===== src/rtl/tdm_demux4_if.sv =====
// tdm_demux4_if: bundles the slot-stream inputs and the frame/status outputs
// of the 4:1 TDM demultiplexer.
//   din         W      slot data
//   din_valid   1      beat qualifier for din/sync
//   sync        1      frame-sync marker (channel 0 beat)
//   frame_out   4*W    last complete frame, ch0 in the low bits
//   frame_valid 1      one-cycle pulse when frame_out updates
//   slot        2      next expected slot index
//   locked      1      high while aligned
//   sync_err    1      one-cycle pulse per misalignment
//   err_count   ERRW   saturating sync-error count
// master: stream source / frame consumer side; slave: the demultiplexer.
interface tdm_demux4_if #(
   parameter int W    = 4,
   parameter int ERRW = 8
);
   logic [W-1:0]    din;
   logic            din_valid;
   logic            sync;
   logic [4*W-1:0]  frame_out;
   logic            frame_valid;
   logic [1:0]      slot;
   logic            locked;
   logic            sync_err;
   logic [ERRW-1:0] err_count;

   modport master (
      output din, din_valid, sync,
      input  frame_out, frame_valid, slot, locked, sync_err, err_count
   );

   modport slave (
      input  din, din_valid, sync,
      output frame_out, frame_valid, slot, locked, sync_err, err_count
   );
endinterface


===== src/rtl/tdm_demux4.sv =====
// tdm_demux4: receive end of a 4:1 channel-multiplexed link. Aligns to the
// sync marker on channel 0, gathers four W-bit slots and publishes them as
// one parallel frame; reports lock status and sync errors.
// Ports:
//   clk  rising-edge clock
//   rst  asynchronous active-high reset
//   bus  tdm_demux4_if.slave (din/din_valid/sync in; frame and status out)
module tdm_demux4 #(
   parameter int W    = 4,
   parameter int ERRW = 8
) (
   input  logic         clk,
   input  logic         rst,
   tdm_demux4_if.slave  bus
);

   typedef enum logic {HUNT, LOCKED} state_t;

   state_t          r_state,  w_state_nxt;
   logic [1:0]      r_slot,   w_slot_nxt;
   logic [W-1:0]    r_ch0,    w_ch0_nxt;
   logic [W-1:0]    r_ch1,    w_ch1_nxt;
   logic [W-1:0]    r_ch2,    w_ch2_nxt;
   logic [4*W-1:0]  r_frame,  w_frame_nxt;
   logic            r_fvalid, w_fvalid_nxt;
   logic            r_err,    w_err_nxt;
   logic [ERRW-1:0] r_cnt,    w_cnt_nxt;
   logic [ERRW-1:0] w_cnt_inc;

   // Saturating increment: holds at all-ones instead of wrapping.
   assign w_cnt_inc = (r_cnt == '1) ? r_cnt : r_cnt + 1'b1;

   always_ff @(posedge clk or posedge rst) begin
      if (rst) begin
         r_state  <= HUNT;
         r_slot   <= '0;
         r_ch0    <= '0;
         r_ch1    <= '0;
         r_ch2    <= '0;
         r_frame  <= '0;
         r_fvalid <= 1'b0;
         r_err    <= 1'b0;
         r_cnt    <= '0;
      end else begin
         r_state  <= w_state_nxt;
         r_slot   <= w_slot_nxt;
         r_ch0    <= w_ch0_nxt;
         r_ch1    <= w_ch1_nxt;
         r_ch2    <= w_ch2_nxt;
         r_frame  <= w_frame_nxt;
         r_fvalid <= w_fvalid_nxt;
         r_err    <= w_err_nxt;
         r_cnt    <= w_cnt_nxt;
      end
   end

   always_comb begin
      w_state_nxt  = r_state;
      w_slot_nxt   = r_slot;
      w_ch0_nxt    = r_ch0;
      w_ch1_nxt    = r_ch1;
      w_ch2_nxt    = r_ch2;
      w_frame_nxt  = r_frame;
      w_fvalid_nxt = 1'b0;
      w_err_nxt    = 1'b0;
      w_cnt_nxt    = r_cnt;

      if (bus.din_valid) begin
         unique case (r_state)
            HUNT: begin
               if (bus.sync) begin
                  w_ch0_nxt   = bus.din;
                  w_slot_nxt  = 2'd1;
                  w_state_nxt = LOCKED;
               end
            end
            LOCKED: begin
               if (bus.sync) begin
                  // Early sync abandons the partial frame; the beat still
                  // starts a fresh frame as ch0.
                  if (r_slot != 2'd0) begin
                     w_err_nxt = 1'b1;
                     w_cnt_nxt = w_cnt_inc;
                  end
                  w_ch0_nxt  = bus.din;
                  w_slot_nxt = 2'd1;
               end else if (r_slot == 2'd0) begin
                  w_err_nxt   = 1'b1;
                  w_cnt_nxt   = w_cnt_inc;
                  w_slot_nxt  = 2'd0;
                  w_state_nxt = HUNT;
               end else begin
                  unique case (r_slot)
                     2'd1: w_ch1_nxt = bus.din;
                     2'd2: w_ch2_nxt = bus.din;
                     default: begin
                        // ch3 goes straight into the frame with the others.
                        w_frame_nxt  = {bus.din, r_ch2, r_ch1, r_ch0};
                        w_fvalid_nxt = 1'b1;
                     end
                  endcase
                  w_slot_nxt = r_slot + 2'd1;
               end
            end
            default: w_state_nxt = HUNT;
         endcase
      end
   end

   assign bus.frame_out   = r_frame;
   assign bus.frame_valid = r_fvalid;
   assign bus.slot        = r_slot;
   assign bus.locked      = (r_state == LOCKED);
   assign bus.sync_err    = r_err;
   assign bus.err_count   = r_cnt;

endmodule


===== src/flat_wrapper.sv =====
// flat-port wrapper written by rule: the top's interface ports become plain ports
module tdm_demux4_flat 
#(
   parameter int W    = 4,
   parameter int ERRW = 8
)
  (clk, rst, bus_din, bus_din_valid, bus_sync, bus_frame_out, bus_frame_valid, bus_slot, bus_locked, bus_sync_err, bus_err_count);
  tdm_demux4_if #(.W(W), .ERRW(ERRW)) bus_i ();
  input  logic clk;
  input  logic rst;
  input wire logic [$bits(bus_i.din)-1:0] bus_din;
  input wire logic [$bits(bus_i.din_valid)-1:0] bus_din_valid;
  input wire logic [$bits(bus_i.sync)-1:0] bus_sync;
  output wire logic [$bits(bus_i.frame_out)-1:0] bus_frame_out;
  output wire logic [$bits(bus_i.frame_valid)-1:0] bus_frame_valid;
  output wire logic [$bits(bus_i.slot)-1:0] bus_slot;
  output wire logic [$bits(bus_i.locked)-1:0] bus_locked;
  output wire logic [$bits(bus_i.sync_err)-1:0] bus_sync_err;
  output wire logic [$bits(bus_i.err_count)-1:0] bus_err_count;
  assign bus_i.din = bus_din;
  assign bus_i.din_valid = bus_din_valid;
  assign bus_i.sync = bus_sync;
  assign bus_frame_out = bus_i.frame_out;
  assign bus_frame_valid = bus_i.frame_valid;
  assign bus_slot = bus_i.slot;
  assign bus_locked = bus_i.locked;
  assign bus_sync_err = bus_i.sync_err;
  assign bus_err_count = bus_i.err_count;
  tdm_demux4 #(.W(W), .ERRW(ERRW)) u_core (.clk(clk), .rst(rst), .bus(bus_i));
endmodule

===== config.mk =====
export PLATFORM = sky130hd
export DESIGN_NAME = tdm_demux4_flat
export DESIGN_NICKNAME = d
export VERILOG_FILES = /design/src/rtl/tdm_demux4_if.sv /design/src/rtl/tdm_demux4.sv /design/src/flat_wrapper.sv
export SDC_FILE = /design/constraint.sdc
export NUM_CORES = 1
export LEC_CHECK = 0
export CORE_MARGIN = 2
export CORE_UTILIZATION = 37
export CTS_CLUSTER_DIAMETER = 100
export DETAILED_ROUTE_END_ITERATION = 8
export PLACE_DENSITY = 0.6
export SLEW_MARGIN = 20
export SYNTH_ARGS = -nofsm -noshare
export SYNTH_HDL_FRONTEND = slang
export SYNTH_SLANG_ARGS = --single-unit

===== constraint.sdc =====
create_clock -name clk -period 1.9 [get_ports clk]
set_input_delay 0.57 -clock clk [delete_from_list [all_inputs] [get_ports clk]]
set_output_delay 0.57 -clock clk [all_outputs]
set_load 0.01 [all_outputs]

==> run summary <==
Peak supply drop = 622 uV
Largest area contributor in the netlist = dfrtp_1
Die width = 74.5 um
Placeable Area = 4750 um^2
Minimum hold slack = 505 ps
Fillers = 413
Dpl ws = -387 ps
Critical Path AT = 1270 ps
Final min period = 1840 ps
Post-Syn Area = 1840 um^2
Post-synth EDFFs = 0
Most frequent cell after synthesis = dfrtp_1
Synth top area share = 55.8%
CTS Buffer Depth = 2
Syn Nets = 148
Max incr delay on CP = 560 ps
Ranking of synthesized cells by area = dfrtp_1, mux2_2, mux2_4
Antenna cells = 0
CTS tree = yes
End of the critical path = bus_err_count[6]
FMAX = 543 MHz
Nature of the critical path startpoint = register
Initial antenna violation count = 0
Origin of the critical flop-to-flop path = u_core.bus.slot[0]
Buffers and inverters on the worst path = 1
Worst R2R Setup Slack = 90 ps
Primary FF master, synth = dfrtp_1
Fraction of layout cells with a size suffix above 1 = 37.3%
Post-Syn Instances = 131
#FFs+latches synth = 41
M2 GR Usage = 24.3%
Total design power = 0.00387 W
Die Area = 5550 um^2
Run status = finished, final reports clean
Worst min path class = register to register
Hold path depth = 1
Chip height = 74.5 um
I/O pins = 37
Final Max Tran Viols = 0
Seq/Total Area, Yosys = 55.8%
Total CTS buffers = 5
Clk_lat worst skew = 280 ps
DP Area = 2420 um^2
Routability cong. = 0.875
Post-route setup TNS = 0 ps
Port Buffer Count = 36
# DRC = 0
R2R cell count = 7
Met3 Usage GRT = 4.34%
Slew headroom = 78.2%
Largest net degree at the start of global routing = 42
Syn Area/Cell = 14.0 um^2
RSZ-0062 raised after global routing = true
Total track usage = 15.1%
Hold_buf cts = 0
Leak = 1.22 nW
Met1 Track Usage GR = 19.5%
Crit path cell chain = clkdlybuf4s50_1
Setup Viol. Count Final = 0
CP Class = register to primary output
Nets = 209
Area Overhead vs Synth = 42.2%
Starting DRT DRC Count = 56
Final instance area = 2610 um^2
Grt total ovfl = 0
Via Count = 1,235
Setup ws final = 57.0 ps
Global-route wire length before repair = 6270 um
Crit-path slowest cell = clkdlybuf4s50_1
CTS clk-pin slew, worst paths = 80 ps
Core Rows = 25
WL/cell = 14.2 um
Global routing's busiest layer = met2
CTS root buf = clkbuf_8
Post-synth top cells = dfrtp_1, mux2_2, mux2_4
Post-DP HPWL = 2620 um
CP startpoint = u_core.bus.err_count[6]
Stages on the worst setup path = 1
Post-synth ARST share = 100%
DRT Pass-1 Iters = 4
Drt total wl = 3690 um
Largest fanout on the critical path = 6
Sink Count = 41
R2r endpoint = u_core.bus.err_count[5]
Power Density = 1480 nW/um^2
Post-Route Skew = 3.41 ps
Number of max-cap violations = 0
H-tree lvl count = 2
Period utilization = 97.0%
Initial core utilization = 38.7%
Crit end category = primary output
Worst-margin pin slew = 323 ps
Crit path max-delay family = buffers and inverters
Final Hold Viols = 0
Via density per instance = 4.75
Final ANT Viol Nets = 0
Synth warn = 0
Number of global-route vias before repair = 1,318
Synth unique cells = 28
CP Data Required Time = 1330 ps
-- how the worst min path moves through the flow --
| stage | slack [ps] | from | end |
|---|---|---|---|
| finish | 500 | u_core.r_ch0[0] | u_core.bus.frame_out[0] |
| global route | 520 | u_core.r_ch1[2] | u_core.bus.frame_out[6] |
| CTS | 510 | u_core.r_ch1[3] | u_core.bus.frame_out[7] |
| detailed placement | 490 | u_core.r_ch0[1] | u_core.bus.frame_out[1] |
| global placement | 480 | u_core.r_ch2[3] | u_core.bus.frame_out[11] |
| floorplan | 470 | u_core.r_ch2[2] | u_core.bus.frame_out[10] |
-- power by group --
part / total [W] / internal, W / leakage, nW / switching (W)
clock: 0.000711 / 0.000428 / 0.0585 / 0.000283
sequential: 0.00146 / 0.00123 / 0.493 / 0.000230
combinational: 0.00170 / 0.00107 / 0.667 / 0.000626
-- cells by family (layout without fill, tap and decap cells) --
logic type,after synthesis,in the layout,synth area share (%)
adder cells (fa/ha/maj),9,9,6.13
buffers and inverters,10,72,2.66
AO/OA/AOI/OAI,16,16,5.72
multiplexers,31,31,21.0
flip-flops,41,41,55.8
XOR/XNOR,2,2,0.953
AND/OR/NAND/NOR,22,22,7.69
-- flip-flops by register name, summed over array words and instances (netlist names) --
signal,flops
u_core.bus.err_count,8
u_core.bus.frame_out,16
u_core.bus.frame_valid,1
u_core.bus.locked,1
u_core.bus.slot,2
u_core.bus.sync_err,1
u_core.r_ch0,4
u_core.r_ch1,4
u_core.r_ch2,4
-- final cells by class --
cell class                 count  area (um^2)  share of cell area, %
sequential                    41         1030                   39.6
inverter                       7         26.3                   1.01
multi-input combinational     80          790                   30.2
clock inverter                 1         30.0                   1.15
clock buffer                   7         86.3                   3.30
timing repair buffer          57          563                   21.5
tap                           67         83.8                   3.21
-- per-layer routing --
metal	up-vias	part of all wire, %
li1	595	-
met1	601	45
met2	37	49
met3	2	4.7
met4	0	0.57
met5	-	0
-- timing repair --
action	in CTS	in global routing
endpoints found under the setup margin	7	12
gates resized for setup	7	6
setup buffers	1	4
hold endpoints to repair	0	0
pin swaps	1	0
-- cells in the final DEF, fill, tap and decap left out, drive strengths merged --
cell	instances
dlymetal6s2s	2
nand2	4
xnor2	2
nand3b	1
nor2	3
o21ai	2
dlygate4sd2	1
nand4	2
nor4b	1
o21a	2
o22ai	2
bufinv	1
a21oi	4
and4bb	1
a2bb2oi	1
mux2	31
clkbuf	7
nor3	1
inv	7
and2	1
o2111ai	1
dfrtp	41
buf	21
nand3	4
clkdlybuf4s50	33
a31oi	2
a41oi	2
nand4bb	1
ha	9
and3	3
-- stage by stage --
step / util [%] / instances
2_1_floorplan: - / 131
3_3_place_gp: 50.9 / 247
3_5_place_dp: 50.9 / 247
4_1_cts: 54.1 / 256
5_1_grt: 55.0 / 260
6_report: 55.0 / 260
(Power assumes the default switching activity.)
